File: src/rtl/kim_counter_datapath.sv
// Counter datapath for the counter control block: run/done driven count, a 2-entry
// report FIFO of completed runs, and run/pause/overflow status.
module kim_counter_datapath #(
  parameter int unsigned CNT_DATA_WIDTH = 7,
  parameter int unsigned RUNS_WIDTH     = 8
) (
  input  logic                      clk,
  input  logic                      rst_n,
  input  logic                      run_i,
  input  logic                      done_i,
  input  logic                      clear_i,
  output logic [CNT_DATA_WIDTH-1:0] c_cnt_o,
  output logic                      busy_o,
  output logic                      paused_o,
  output logic                      rpt_valid_o,
  input  logic                      rpt_ready_i,
  output logic [CNT_DATA_WIDTH-1:0] rpt_cnt_o,
  output logic [RUNS_WIDTH-1:0]     rpt_runs_o,
  output logic                      overflow_o
);

  typedef enum logic [1:0] {StIdle, StCount, StPause} state_e;

  state_e                    state_q;
  logic [CNT_DATA_WIDTH-1:0] cnt_q;
  logic [RUNS_WIDTH-1:0]     runs_q;
  logic [RUNS_WIDTH-1:0]     runs_inc;
  logic                      done_q;
  logic                      push;
  logic                      pop;

  logic [CNT_DATA_WIDTH-1:0] head_cnt_q, tail_cnt_q;
  logic [RUNS_WIDTH-1:0]     head_runs_q, tail_runs_q;
  logic [1:0]                fill_q;
  logic                      ovf_q;

  assign runs_inc = runs_q + RUNS_WIDTH'(1);
  // A report is captured only on the rising edge of done; clear suppresses it.
  assign push     = done_i & ~done_q & ~clear_i;
  assign pop      = rpt_valid_o & rpt_ready_i & ~clear_i;

  // Control FSM, counter, run counter and done-edge register.
  always_ff @(posedge clk or negedge rst_n) begin
    if (!rst_n) begin
      state_q <= StIdle;
      cnt_q   <= '0;
      runs_q  <= '0;
      done_q  <= 1'b0;
    end else begin
      done_q <= done_i;
      if (clear_i) begin
        state_q <= StIdle;
        cnt_q   <= '0;
        runs_q  <= '0;
      end else if (done_i) begin
        state_q <= StIdle;
        cnt_q   <= '0;
        if (!done_q) runs_q <= runs_inc;
      end else if (run_i) begin
        state_q <= StCount;
        cnt_q   <= cnt_q + CNT_DATA_WIDTH'(1);
      end else if (state_q == StCount) begin
        state_q <= StPause;
      end
    end
  end

  // Two-entry report FIFO; the head registers hold their value after the last pop.
  always_ff @(posedge clk or negedge rst_n) begin
    if (!rst_n) begin
      head_cnt_q  <= '0;
      head_runs_q <= '0;
      tail_cnt_q  <= '0;
      tail_runs_q <= '0;
      fill_q      <= 2'd0;
      ovf_q       <= 1'b0;
    end else if (clear_i) begin
      head_cnt_q  <= '0;
      head_runs_q <= '0;
      tail_cnt_q  <= '0;
      tail_runs_q <= '0;
      fill_q      <= 2'd0;
      ovf_q       <= 1'b0;
    end else begin
      unique case ({push, pop})
        2'b11: begin
          if (fill_q == 2'd1) begin
            head_cnt_q  <= cnt_q;
            head_runs_q <= runs_inc;
          end else begin
            head_cnt_q  <= tail_cnt_q;
            head_runs_q <= tail_runs_q;
            tail_cnt_q  <= cnt_q;
            tail_runs_q <= runs_inc;
          end
        end
        2'b10: begin
          if (fill_q == 2'd0) begin
            head_cnt_q  <= cnt_q;
            head_runs_q <= runs_inc;
            fill_q      <= 2'd1;
          end else if (fill_q == 2'd1) begin
            tail_cnt_q  <= cnt_q;
            tail_runs_q <= runs_inc;
            fill_q      <= 2'd2;
          end else begin
            ovf_q <= 1'b1;
          end
        end
        2'b01: begin
          if (fill_q == 2'd2) begin
            head_cnt_q  <= tail_cnt_q;
            head_runs_q <= tail_runs_q;
          end
          fill_q <= fill_q - 2'd1;
        end
        default: ;
      endcase
    end
  end

  assign c_cnt_o     = cnt_q;
  assign busy_o      = (state_q != StIdle);
  assign paused_o    = (state_q == StPause);
  assign rpt_valid_o = (fill_q != 2'd0);
  assign rpt_cnt_o   = head_cnt_q;
  assign rpt_runs_o  = head_runs_q;
  assign overflow_o  = ovf_q;

endmodule

File: config.mk
export PLATFORM = sky130hd
export DESIGN_NAME = kim_counter_datapath
export DESIGN_NICKNAME = d
export VERILOG_FILES = /design/src/rtl/kim_counter_datapath.sv
export SDC_FILE = /design/constraint.sdc
export NUM_CORES = 1
export LEC_CHECK = 0
export CORE_MARGIN = 8
export CORE_UTILIZATION = 27
export CTS_BUF_LIST = sky130_fd_sc_hd__clkbuf_2 sky130_fd_sc_hd__clkbuf_4 sky130_fd_sc_hd__clkbuf_8
export CTS_CLUSTER_SIZE = 20
export DETAILED_ROUTE_END_ITERATION = 10
export GPL_ROUTABILITY_DRIVEN = 0
export HOLD_SLACK_MARGIN = 0.08
export SYNTH_ARGS = -nofsm -noshare
export SYNTH_HDL_FRONTEND = slang
export SYNTH_SLANG_ARGS = --single-unit
File: constraint.sdc
create_clock -name clk -period 2.1 [get_ports clk]
set_input_delay 0.21 -clock clk [delete_from_list [all_inputs] [get_ports clk]]
set_output_delay 0.21 -clock clk [all_outputs]
set_load 0.02 [all_outputs]
==> summary.txt, run 1 <==
Asr flop ratio synth: 100%
Input/output buffers: 31
Final worst-path cycle share: 96.1%
Post-synth top area share: 42.7%
Reg-to-reg setup timing slack: 0.08 ns
Critical Path Slowest Stage Cell: dfrtp_1
Overflow after GRT: 0
Clock Latency Late Sink: 0.31 ns
Power density cells: 566 nW/µm²
Seq/Total Area, Yosys: 42.7%
Initial antenna violation count: 0
Share of cells above drive strength 1: 20.9%
Mapped cell area: 2990 µm²
H-Tree Depth: 2
Slowest cell delay on critical path: 0.41 ns
Max-cap violations: 0
VDD IR max: 0.234 mV
Worst r2r src: fill_q[0]$_DFFE_PN0P_
Avg Vias per Cell: 5.07
Syn Inst Count: 322
TNS Setup: 0 ns
Total power draw: 2260 µW
Synth-to-Final Area Change: 33.5%
Most frequent cells in the layout: dfrtp_1, buf_4, nand2_1
DR vias: 2652
Least-Margin Pin Slew: 0.417 ns
Crit Path Category: flip-flop to flip-flop
Fin crit period: 2.02 ns
Worst r2r dst: tail_runs_q[3]$_DFFE_PN0P_
Post-synth EDFFs: 0
Starting Density: 27.6%
Largest cells by area after synthesis: dfrtp_1, a21oi_1, nand2_1, ha_1, mux2i_1
Nets: 397
WL/cell: 15.7 µm
Total core area: 10800 µm²
Clk buf depth: 2
YS warnings: 0
Syn nets: 337
Final hold violation count: 0
Worst setup SP type: flip-flop
Total iterations of the first detailed-routing run: 4
Final ANT Viol Nets: 0
Slew Viols, Final: 0
Worst-path cell chain: inv_2 -> ha_4 -> inv_4 -> nand3_4 -> inv_2 -> ha_4 -> or2_4 -> a21o_4 -> buf_4 -> a31oi_1 -> o22ai_1
Max_slew headroom: 72.0%
Diodes inserted: 0
Global-route wire length before repair: 13.3 mm
Distinct cells, synth: 55
Worst Reg2Reg Path Length in Cells: 11
# DRC: 0
Hpwl dp: 6.07 mm
Mapped Avg Cell Area: 9.28 µm²
Overall Global Routing Usage: 11.1%
CTS tree: done
Worst Path Required: 2.28 ns
Clock Root Buffer: clkbuf_8
Ys flop type: dfrtp_1
Synth area leader: dfrtp_1
Leak: 0.00167 µW
Fmax: 0.495 GHz
Die footprint: 14700 µm²
Final Core Density: 36.8%
Count of final setup violators: 0
Clock-pin transition on the worst setup and hold timing paths: 0.10 ns
Status: completed
Row count: 38
Vert. Die Dim: 121 µm
Clock Skew: 0.00552 ns
WHS: 0.341 ns
Critical Path AT: 2.20 ns
CTS Sinks: 51
Vias in the first global route: 2584
Detailed Route WL: 8.22 mm
Detailed Route Iter0 Violations: 147
Largest net degree at the start of global routing: 40
Num CTS Buffers: 5
Worst Hold Class: input port to asynchronous set/reset pin
Die Wd: 121 µm
Register bit total from synthesis: 51
Most common cell after layout, fill and taps aside: dfrtp_1
Ports: 32
CP Capture Type: flip-flop
Crit-path max FO: 6
==> per-stage QoR <==
step / area [µm²] / setup slack (ns) / std cells
after floorplan: 3010 / 0.0176 / 322
after global placement: 3740 / -0.222 / 512
after detailed placement: 3740 / -0.283 / 512
after CTS: 3900 / 0.0162 / 521
after global routing: 3990 / -0.0108 / 523
final: 3990 / 0.0817 / 523
==> worst max path at each step <==
| stage | start | end | slack [ns] | depth (start not counted) |
|---|---|---|---|---|
| finish | fill_q[0]$_DFFE_PN0P_ | tail_runs_q[3]$_DFFE_PN0P_ | 0.08 | 11 |
| global route | fill_q[0]$_DFFE_PN0P_ | rpt_cnt_o[5]$_DFFE_PN0P_ | -0.01 | 10 |
| CTS | done_q$_DFF_PN0_ | rpt_runs_o[4]$_DFFE_PN0P_ | 0.02 | 8 |
| detailed placement | clear_i | tail_runs_q[3]$_DFFE_PN0P_ | -0.28 | 10 |
| global placement | clear_i | rpt_runs_o[7]$_DFFE_PN0P_ | -0.22 | 9 |
| floorplan | fill_q[0]$_DFFE_PN0P_ | tail_cnt_q[0]$_DFFE_PN0P_ | 0.02 | 11 |
==> cells in the mapped netlist (2+ instances only) <==
library cell	count
o41ai_1	2
a22o_1	11
dfrtp_1	51
buf_1	2
nor2_1	26
inv_1	16
or3_1	4
nor2b_1	3
o22ai_1	4
o211ai_1	3
buf_2	6
a31o_1	2
and3_1	5
and4_1	2
xor2_1	5
a211oi_1	4
a221oi_1	9
nor3_1	6
buf_6	2
mux2i_1	10
o21ai_1	2
o21ai_0	11
nand2_1	32
a311o_1	2
clkinv_1	2
ha_1	9
xnor2_1	8
o32ai_1	2
a21oi_1	24
nand3_1	7
nand4_1	4
buf_4	6
or2_2	3
nand2b_1	8
clkbuf_1	7
a31oi_1	3
==> kinds of logic (layout without fill, tap and decap cells) <==
family                     count (synthesis)  in the layout  share of synthesized area [%]
and+or+nand+nor                          107            107                           18.1
AOI/OAI and AO/OA                         91             91                           21.6
DFF                                       51             51                           42.7
buffers and inverters                     41            102                           6.66
xor gates and xnor gates                  13             13                           3.81
muxes                                     10             10                           3.35
adders and majority gates                  9              9                           3.77
==> registers in the layout (all words and copies together) (netlist names) <==
signal       flops
fill_q           2
c_cnt_o          7
rpt_cnt_o        7
overflow_o       1
rpt_runs_o       8
tail_cnt_q       7
state_q          2
runs_q           8
tail_runs_q      8
done_q           1
==> what timing repair did <==
action,CTS,global route
endpoints found under the setup margin,8,28
resized for setup,4,14
hold buffers,1,0
endpoints found under the hold margin,12,0
pin swaps,0,6
buffers inserted,0,2
==> layout make-up <==
class                      count  area (µm²)
fill                        1114        6850
tap                          140         175
multi-input combinational    230        1630
timing repair buffer          76         711
inverter                      18        73.8
sequential                    51        1280
clock buffer                   6        82.6
clock inverter                 2        38.8
==> layer usage <==
layer	track usage [%]	share of wire [%]
met2	17.3	46
met3	1.91	4.4
met4	2.62	1.0
met1	15.5	48
met5	0	0
==> where the power goes <==
group	leakage (µW)	switching, µW	total [µW]	internal (µW)
Sequential	0.000705	17.3	1020	1000
Clock	0.0000618	353	745	393
Combinational	0.000900	268	488	220
==> critical path: cells and delay by family (launching register included) <==
kind	cells	cell delay [ns]
fa+ha+maj	2	0.32
compound gates	3	0.48
flops	1	0.41
simple gates	2	0.34
buf+inv	4	0.34
No activity file was read; power rests on OpenSTA's default activity.
==> run 2: changes to the inputs <==
- CORE_ASPECT_RATIO: not set -> 0.7
==> run 2 against run 1 <==
First-iteration DRC count grew 45%. Via count fell by 1.3%. Sequential power barely moved. Global-route usage increased by 0.41 points. Flip-flop and latch count stayed put. Critical path type unchanged. Largest cell class unchanged. Largest power group unchanged.
==> summary.txt, run 2 (same netlist as run 1, synthesis figures left out) <==
Status: completed
Nets: 405 (+2.0%)
Clock-pin transition on the worst setup and hold timing paths: 0.11 ns (about the same)
Worst r2r src: fill_q[1]$_DFFE_PN0P_
Post-placement cell area: 3780 µm² (+1.0%)
Crit Path Category: flip-flop to flip-flop
Final worst-path cycle share: 99.4% (+3.3 points)
Pre-CTS worst setup slack: -0.339 ns (-0.0552 ns)
WHS: 0.389 ns (+0.0490 ns)
Design Area, Final: 4020 µm² (+0.78%)
Final ANT Viol Nets: 0 (unchanged)
H-Tree Depth: 2 (unchanged)
Filler cells: 1144 (+2.7%)
DR vias: 2618 (-1.3%)
Least-Margin Pin Slew: 0.520 ns (+0.103 ns)
Leak: 0.00169 µW (+1.5%)
Worst Hold Class: input port to asynchronous set/reset pin
Worst r2r dst: tail_cnt_q[2]$_DFFE_PN0P_
Fin crit period: 2.09 ns (+0.0693 ns)
Overall Global Routing Usage: 11.5% (+0.41 points)
Multi-input logic area: 1640 µm² (+0.69%)
Max_slew headroom: 65.3% (-6.6 points)
Largest net degree at the start of global routing: 35 (-13%)
Detailed Route WL: 8.38 mm (+2.0%)
Input/output buffers: 31 (unchanged)
Critical Path AT: 2.35 ns (+0.15 ns)
Worst Path Required: 2.36 ns (+0.08 ns)
Max-cap violations: 0 (unchanged)
Fin cells: 544 (+4.0%)
Synth-to-Final Area Change: 34.5%
Worst Reg2Reg Path Length in Cells: 11 (unchanged)
Starting Density: 27.4% (-0.13 points)
Final WS setup: 0.0124 ns (-0.0693 ns)
Most common cell after layout, fill and taps aside: dfrtp_1
Global-route wire length before repair: 13.6 mm (+2.4%)
Reg-to-reg setup timing slack: 0.01 ns (-0.07 ns)
Seq. cell area: 1280 µm² (unchanged)
Num CTS Buffers: 5 (unchanged)
VDD IR max: 0.264 mV (+13%)
Power density cells: 533 nW/µm² (-5.7%)
Most frequent cells in the layout: dfrtp_1, buf_4, nand2_1
Row count: 32 (-16%)
Total iterations of the first detailed-routing run: 4 (unchanged)
CTS Sinks: 51 (unchanged)
Placed instance count: 533 (+4.1%)
CTS tree: done
Avg Vias per Cell: 4.81 (-5.1%)
RSZ-0062 raised after global routing: yes
WL/cell: 15.4 µm (-1.9%)
Count of final setup violators: 0 (unchanged)
Hpwl dp: 6.25 mm (+2.9%)
Clock Skew: 0.00870 ns (+0.00318 ns)
Clk buf depth: 2 (unchanged)
Vert. Die Dim: 104 µm (-14%)
Total power draw: 2140 µW (-4.9%)
CP Capture Type: flip-flop
Vias in the first global route: 2575 (-0.35%)
Final hold violation count: 0 (unchanged)
Initial antenna violation count: 0 (unchanged)
Clock Root Buffer: clkbuf_8
Share of cells above drive strength 1: 23.5% (+2.6 points)
# DRC: 0 (unchanged)
Die Wd: 142 µm (+17%)
Total core area: 10900 µm² (+0.46%)
Slew Viols, Final: 0 (unchanged)
Overflow after GRT: 0 (unchanged)
Clock Latency Late Sink: 0.32 ns (about the same)
Worst setup SP type: flip-flop
Crit-path max FO: 6 (unchanged)
Die footprint: 14700 µm² (+0.37%)
Fmax: 0.479 GHz (-3.3%)
Detailed Route Iter0 Violations: 213 (+45%)
Diodes inserted: 0 (unchanged)
Ports: 32 (unchanged)
## run 2: changes by cell type in the layout (fill, tap and decap cells not counted), sizes merged
| cell | delta |
|---|---|
| buf | +8 |
| bufinv | -1 |
| clkbuf | -1 |
| clkdlybuf4s50 | +1 |
| clkinv | +2 |
| dlymetal6s2s | -1 |
## run 2: final cells by class
class / instances / area share [%]
sequential: 51 / 31.8
timing repair buffer: 84 / 18.4
clock inverter: 3 / 0.716
inverter: 18 / 1.84
multi-input combinational: 230 / 40.8
clock buffer: 5 / 1.71
tap: 153 / 4.76
## run 2: stage by stage
stage / setup TNS, ns / util, %
2_1_floorplan: 0 / -
6_report: 0 / 36.9
4_1_cts: -0.00359 / 36.0
5_1_grt: -0.555 / 36.9
3_3_place_gp: -7.29 / 34.7
3_5_place_dp: -8.75 / 34.7
## run 2: repair_timing
item / in CTS / in global routing
buffers inserted: 0 / 1
endpoints found under the setup margin: 26 / 27
hold buffers: 1 / 0
resized for setup: 7 / 17
cloned: 1 / 0
pin swaps: 1 / 2
hold endpoints to repair: 19 / 0
## run 2: worst max-delay path by stage
stage	slack [ns]	to	depth (start not counted)	from
global route	-0.05	tail_cnt_q[2]$_DFFE_PN0P_	11	fill_q[1]$_DFFE_PN0P_
finish	0.01	tail_cnt_q[2]$_DFFE_PN0P_	11	fill_q[1]$_DFFE_PN0P_
detailed placement	-0.34	rpt_cnt_o[5]$_DFFE_PN0P_	9	done_i
floorplan	0.02	tail_cnt_q[0]$_DFFE_PN0P_	11	fill_q[0]$_DFFE_PN0P_
global placement	-0.31	tail_cnt_q[0]$_DFFE_PN0P_	10	clear_i
CTS	-0.004	tail_cnt_q[6]$_DFFE_PN0P_	11	fill_q[1]$_DFFE_PN0P_
## run 2: worst max-delay path, cell delays in order (launching register included)
cell and delay, ns:
dfrtp_1 0.40, inv_2 0.09, ha_4 0.15, inv_4 0.03
nand3_2 0.11, inv_1 0.08, ha_2 0.22, or2_2 0.31
a21o_4 0.24, o21ai_2 0.10, buf_6 0.16, a22o_1 0.14
## run 2: power breakdown
group | total [µW] | internal, µW | leakage (µW) | switching [µW]
registers | 1020 | 1000 | 0.000705 | 17.9
logic | 486 | 219 | 0.000936 | 268
clock network | 635 | 248 | 0.0000502 | 387
total | 2140 | 1470 | 0.00169 | 672
## run 2: routing by layer
layer  track usage, %  part of all wire, %
met5                0                    0
met4             1.60                 0.27
met3             2.84                  7.3
met2             15.9                   39
met1             17.6                   53
==> run 3: changes to the inputs <==
- CTS_CLUSTER_DIAMETER: not set -> 120
==> results of run 3 <==
Same layout as run 2: the final DEF is identical, and so are final timing and power.
==> RTL change 1, RTL diff (settings of run 1) <==
The parameter `CNT_DATA_WIDTH` goes from 7 to 14.
--- a/src/rtl/kim_counter_datapath.sv
+++ b/src/rtl/kim_counter_datapath.sv
@@ -2,5 +2,5 @@
 // report FIFO of completed runs, and run/pause/overflow status.
 module kim_counter_datapath #(
-  parameter int unsigned CNT_DATA_WIDTH = 7,
+  parameter int unsigned CNT_DATA_WIDTH = 14,
   parameter int unsigned RUNS_WIDTH     = 8
 ) (
Ports: changed (resized c_cnt_o and rpt_cnt_o); port bits go from 32 to 46. No check against the original RTL was run, so the function may have changed too.
==> RTL change 1 against run 1 <==
- the flow now finishes with violations (setup timing)
- sequential cell count increased by 21
- worst setup slack got worse by 0.087 ns
- combinational power grew 6.4%
- power increased by 42%
- core utilization rose by 1.5 points
- wire length rose by 39%
- cell area rose by 39%
- sequential power increased by 40%
- area after synthesis up 34%
==> RTL change 1: results (changes against run 1) <==
H-tree depth -> 3 (+1)
Max IR drop VDD -> 0.239 mV (+2.2%)
WL met1 -> 5.14 mm (+30%)
Crit path arrival time -> 2.37 ns (+0.17 ns)
worst slack at placement -> -0.302 ns (-0.0185 ns)
Synth cell types -> 46 (-16%)
Slew @ Worst Pin -> 0.531 ns (+0.114 ns)
vias in the first global route -> 3,485 (+35%)
XOR/XNOR Fraction of Synth Area -> 4.17% (+0.36 points)
PortBufs -> 45 (+45%)
Max stage delay on crit path -> 0.37 ns (-0.04 ns)
Synth top cells by count -> dfrtp_1 (72), nand2_1 (68), a21oi_1 (56), nor2_1 (42), mux2i_1 (18)
syn_nets -> 463 (+37%)
Worst Setup Slack, final -> -0.00542 ns (-0.0871 ns)
Detailed Route Iter0 Violations -> 305 (+110%)
sequential share of power -> 44.7% (-0.6 points)
Pwr Density -> 578 mW/mm^2 (+2.1%)
met3 wire len -> 504 microns (+39%)
met2 track demand over resource -> 19.4% (+2.1 points)
failing checks -> setup timing
clk_lat worst skew -> 0.35 ns (+0.04 ns)
Synth area leaders -> dfrtp_1 (45%), a21oi_1 (7.0%), nand2_1 (6.4%)
setup TNS -> -0.00542 ns (-0.00542 ns)
first-pass GRT wire length -> 18.4 mm (+38%)
Reg clk slew, reported paths -> 0.08 ns (-0.02 ns)
drt via density -> 5.08 (+0.12%)
Met2 Wirelength -> 5.63 mm (+48%)
gr usage total -> 12.2% (+1.2 points)
Syn Inst Count -> 448 (+39%)
Synth Area in Adders -> 2.82% (-0.95 points)
largest net degree at the start of global routing -> 46 (+15%)
mux contribution to synthesized area -> 4.51% (+1.2 points)
met3 Use GR -> 2.92% (+1.0 points)
Seq/Total Area, Yosys -> 45.1% (+2.4 points)
placed cells -> 677 (+32%)
complex-gate fraction of the synthesized area -> 18.0% (-3.7 points)
Final nets -> 527 (+33%)
CTS buffer count -> 9 (+4)
run status -> complete, but fails checks
share of post-route cells with drive strength above 1 -> 25.1% (+4.3 points)
Post-Route WL -> 11.5 mm (+39%)
grt met1 use -> 15.8% (+0.31 points)
FILL cells -> 1,410 (+27%)
# setup viols final -> 1 (+1)
P_leak -> 0.00213 uW (+28%)
[RTL change 1: cell types whose count changed after synthesis, moves of 8 or more]
cell and delta:
dfrtp_1 +21, buf_2 +8, a22o_1 -11, mux2i_1 +8, clkbuf_1 +10, nand2_1 +36
nor2_1 +16, a21oi_1 +32
[RTL change 1: final cells by class]
class | count | area (sq um) | area share (%)
Clock buffer | 9 | 124 | 2.24
Clock inverter | 7 | 104 | 1.88
Inverter | 12 | 47.5 | 0.859
Multi-Input combinational cell | 327 | 2320 | 41.8
Sequential cell | 72 | 1800 | 32.5
Tap cell | 184 | 230 | 4.16
Timing Repair Buffer | 90 | 913 | 16.5
[RTL change 1: repair_timing]
item | in CTS | in global routing
hold endpoints to repair | 19 | 0
gates cloned | 0 | 1
pin swaps | 3 | 27
setup endpoints to repair | 40 | 43
hold buffers | 1 | 0
resized for setup | 19 | 64
buffers inserted | 3 | 3
[RTL change 1: worst paths after layout]
| kind | start | end | slack (ns) | cells past startpoint |
|---|---|---|---|---|
| worst max-delay path | fill_q[0]$_DFFE_PN0P_ | rpt_runs_o[5]$_DFFE_PN0P_ | -0.005 | 9 |
| worst min-delay path | rst_n | done_q$_DFF_PN0_ | 0.36 | 2 |
| worst max register to register | fill_q[0]$_DFFE_PN0P_ | rpt_runs_o[5]$_DFFE_PN0P_ | -0.005 | 9 |
| worst min register to register | rpt_runs_o[0]$_DFFE_PN0P_ | rpt_runs_o[0]$_DFFE_PN0P_ | 0.52 | 2 |
| max in group asynchronous | rst_n | rpt_cnt_o[5]$_DFFE_PN0P_ | 1.08 | 3 |
| min in group clk | clear_i | tail_cnt_q[9]$_DFFE_PN0P_ | 0.38 | 3 |
==> RTL change 2, RTL diff (settings of run 1) <==
Without the edit above. Re-encode `state_e` (3 states) as one-hot, 3 bits wide.
--- a/src/rtl/kim_counter_datapath.sv
+++ b/src/rtl/kim_counter_datapath.sv
@@ -20,5 +20,5 @@
 );
 
-  typedef enum logic [1:0] {StIdle, StCount, StPause} state_e;
+  typedef enum logic [2:0] {StIdle = 3'b001, StCount = 3'b010, StPause = 3'b100} state_e;
 
   state_e                    state_q;
Check against the original RTL: same outputs for any inputs over 4 cycles, from zero or initial values and one cycle with rst_n low; so few cycles prove little.
==> RTL change 2 against run 1 <==
- cell area decreased by 1.1%
- clock power decreased by 19%
- wire length decreased by 4.5%
- area after synthesis decreased by 3.2%
- worst setup slack about the same
- sequential share of layout area increased by 1.0 points
- power decreased by 11%
- sequential cell count increased by 1
==> RTL change 2: results (changes against run 1) <==
run status -> finished clean
Synth Area per Inst -> 9.04 sq um (-2.6%)
largest net degree at the start of global routing -> 44 (+10%)
Slowest cell on crit path -> dfstp_2
non-filler instance count after layout -> 521 (-0.38%)
placed cells -> 506 (-1.2%)
FILL cells -> 1,053 (-5.5%)
DPL Wire Length -> 5.62 mm (-7.4%)
via count -> 2,560 (-3.5%)
Synth cell types -> 44 (-20%)
relative slew slack -> 59.0% (-13 points)
Synth area leaders -> dfrtp_1 (44%), a21oi_1 (5.4%), nor2_1 (5.2%)
delay-heaviest family, CP -> buffers and inverters
first-pass GRT wire length -> 13.0 mm (-2.5%)
crit-path max FO -> 4 (-2)
Final Skew -> 0.0135 ns (+0.00798 ns)
gr usage total -> 11.0% (-0.061 points)
Seq/Total Area, Yosys -> 45.0% (+2.3 points)
internal power -> 1450 uW (-11%)
share of post-route cells with drive strength above 1 -> 26.8% (+5.9 points)
Max IR drop VDD -> 0.218 mV (-6.8%)
Register-to-Register Path Depth -> 10 (-1)
Synth top cells by count -> dfrtp_1 (51), nor2_1 (40), nand2_1 (35), a21oi_1 (31)
syn_nets -> 335 (-0.59%)
Max stage delay on crit path -> 0.56 ns (+0.15 ns)
Crit path arrival time -> 1.81 ns (-0.39 ns)
synth warn -> 0 (unchanged)
FF-to-FF End -> rpt_runs_o[4]$_DFFE_PN0P_
Final nets -> 399 (+0.50%)
Detailed Route Iter0 Violations -> 92 (-37%)
P_leak -> 0.00162 uW (-2.5%)
worst slack at placement -> -0.206 ns (+0.0771 ns)
per-cell routed wire length -> 15.1 microns (-4.2%)
drt pass-1 iters -> 4 (unchanged)
[RTL change 2: changes by cell type after synthesis, sizes merged, moves of 5 or more]
cell	change
a21oi	+7
nand2b	-5
a211oi	+6
clkbuf	+6
nor2	+14
a22o	-11
nand3	-6
[RTL change 2: power by group through the flow]
| stage | Combinational, uW | Sequential (uW) | Clock (uW) |
|---|---|---|---|
| after floorplan | 159 | 1070 | 0 |
| after global placement | 335 | 1060 | 0 |
| after detailed placement | 340 | 1060 | 0 |
| after CTS | 357 | 1040 | 631 |
| after global routing | 415 | 1040 | 670 |
| final | 379 | 1040 | 600 |
[RTL change 2: logic make-up (layout without fill, tap and decap cells)]
family / after synthesis / in the layout / synth area share, %
AO/OA/AOI/OAI: 85 / 85 / 19.8
adder cells (fa/ha/maj): 9 / 9 / 3.89
XOR/XNOR: 15 / 15 / 4.80
AND/OR/NAND/NOR: 112 / 112 / 17.8
buffers and inverters: 38 / 103 / 5.54
flip-flops: 52 / 52 / 45.0
multiplexers: 9 / 9 / 3.11
[RTL change 2: area by class of cell]
cell class | instances | share of cell area, %
inverter | 13 | 1.24
clock inverter | 2 | 0.412
clock buffer | 6 | 1.94
sequential | 52 | 33.0
multi-input combinational | 230 | 40.4
timing repair buffer | 82 | 18.7
tap | 136 | 4.31
[RTL change 2: per-stage QoR]
step / power (uW) / hold slack [ns] / utilization [%] / instance area (sq um)
after global routing: 2120 / 0.506 / 38.0 / 3940
after detailed placement: 1400 / 0.265 / 35.1 / 3640
after floorplan: 1230 / -0.0856 / - / 2910
final: 2020 / 0.448 / 38.0 / 3940
after CTS: 2020 / 0.475 / 36.7 / 3800
after global placement: 1390 / 0.260 / 35.1 / 3640
[RTL change 2: worst max path at each step]
stage | start | to | slack, ns
finish | state_q[0]$_DFFE_PN1P_ | busy_o | 0.08
global route | fill_q[1]$_DFFE_PN0P_ | rpt_runs_o[2]$_DFFE_PN0P_ | -0.02
CTS | fill_q[0]$_DFFE_PN0P_ | rpt_runs_o[4]$_DFFE_PN0P_ | 0.005
detailed placement | clear_i | rpt_runs_o[4]$_DFFE_PN0P_ | -0.21
global placement | clear_i | rpt_runs_o[4]$_DFFE_PN0P_ | -0.15
floorplan | fill_q[0]$_DFFE_PN0P_ | rpt_runs_o[7]$_DFFE_PN0P_ | 0.03
[RTL change 2: per-layer routing]
metal / up-vias / wire length, microns / track usage, %
met3: 9 / 227 / 2.44
met4: 0 / 101 / 2.81
met1: 1251 / 3490 / 13.3
met2: 34 / 4030 / 19.4
met5: - / 0 / 0
li1: 1266 / - / -
[RTL change 2: what timing repair did]
item	in CTS	in global routing
endpoints found under the hold margin	23	0
setup buffers	4	3
pin swaps	1	5
gates resized for setup	10	27
endpoints found under the setup margin	11	32
hold buffers	1	0
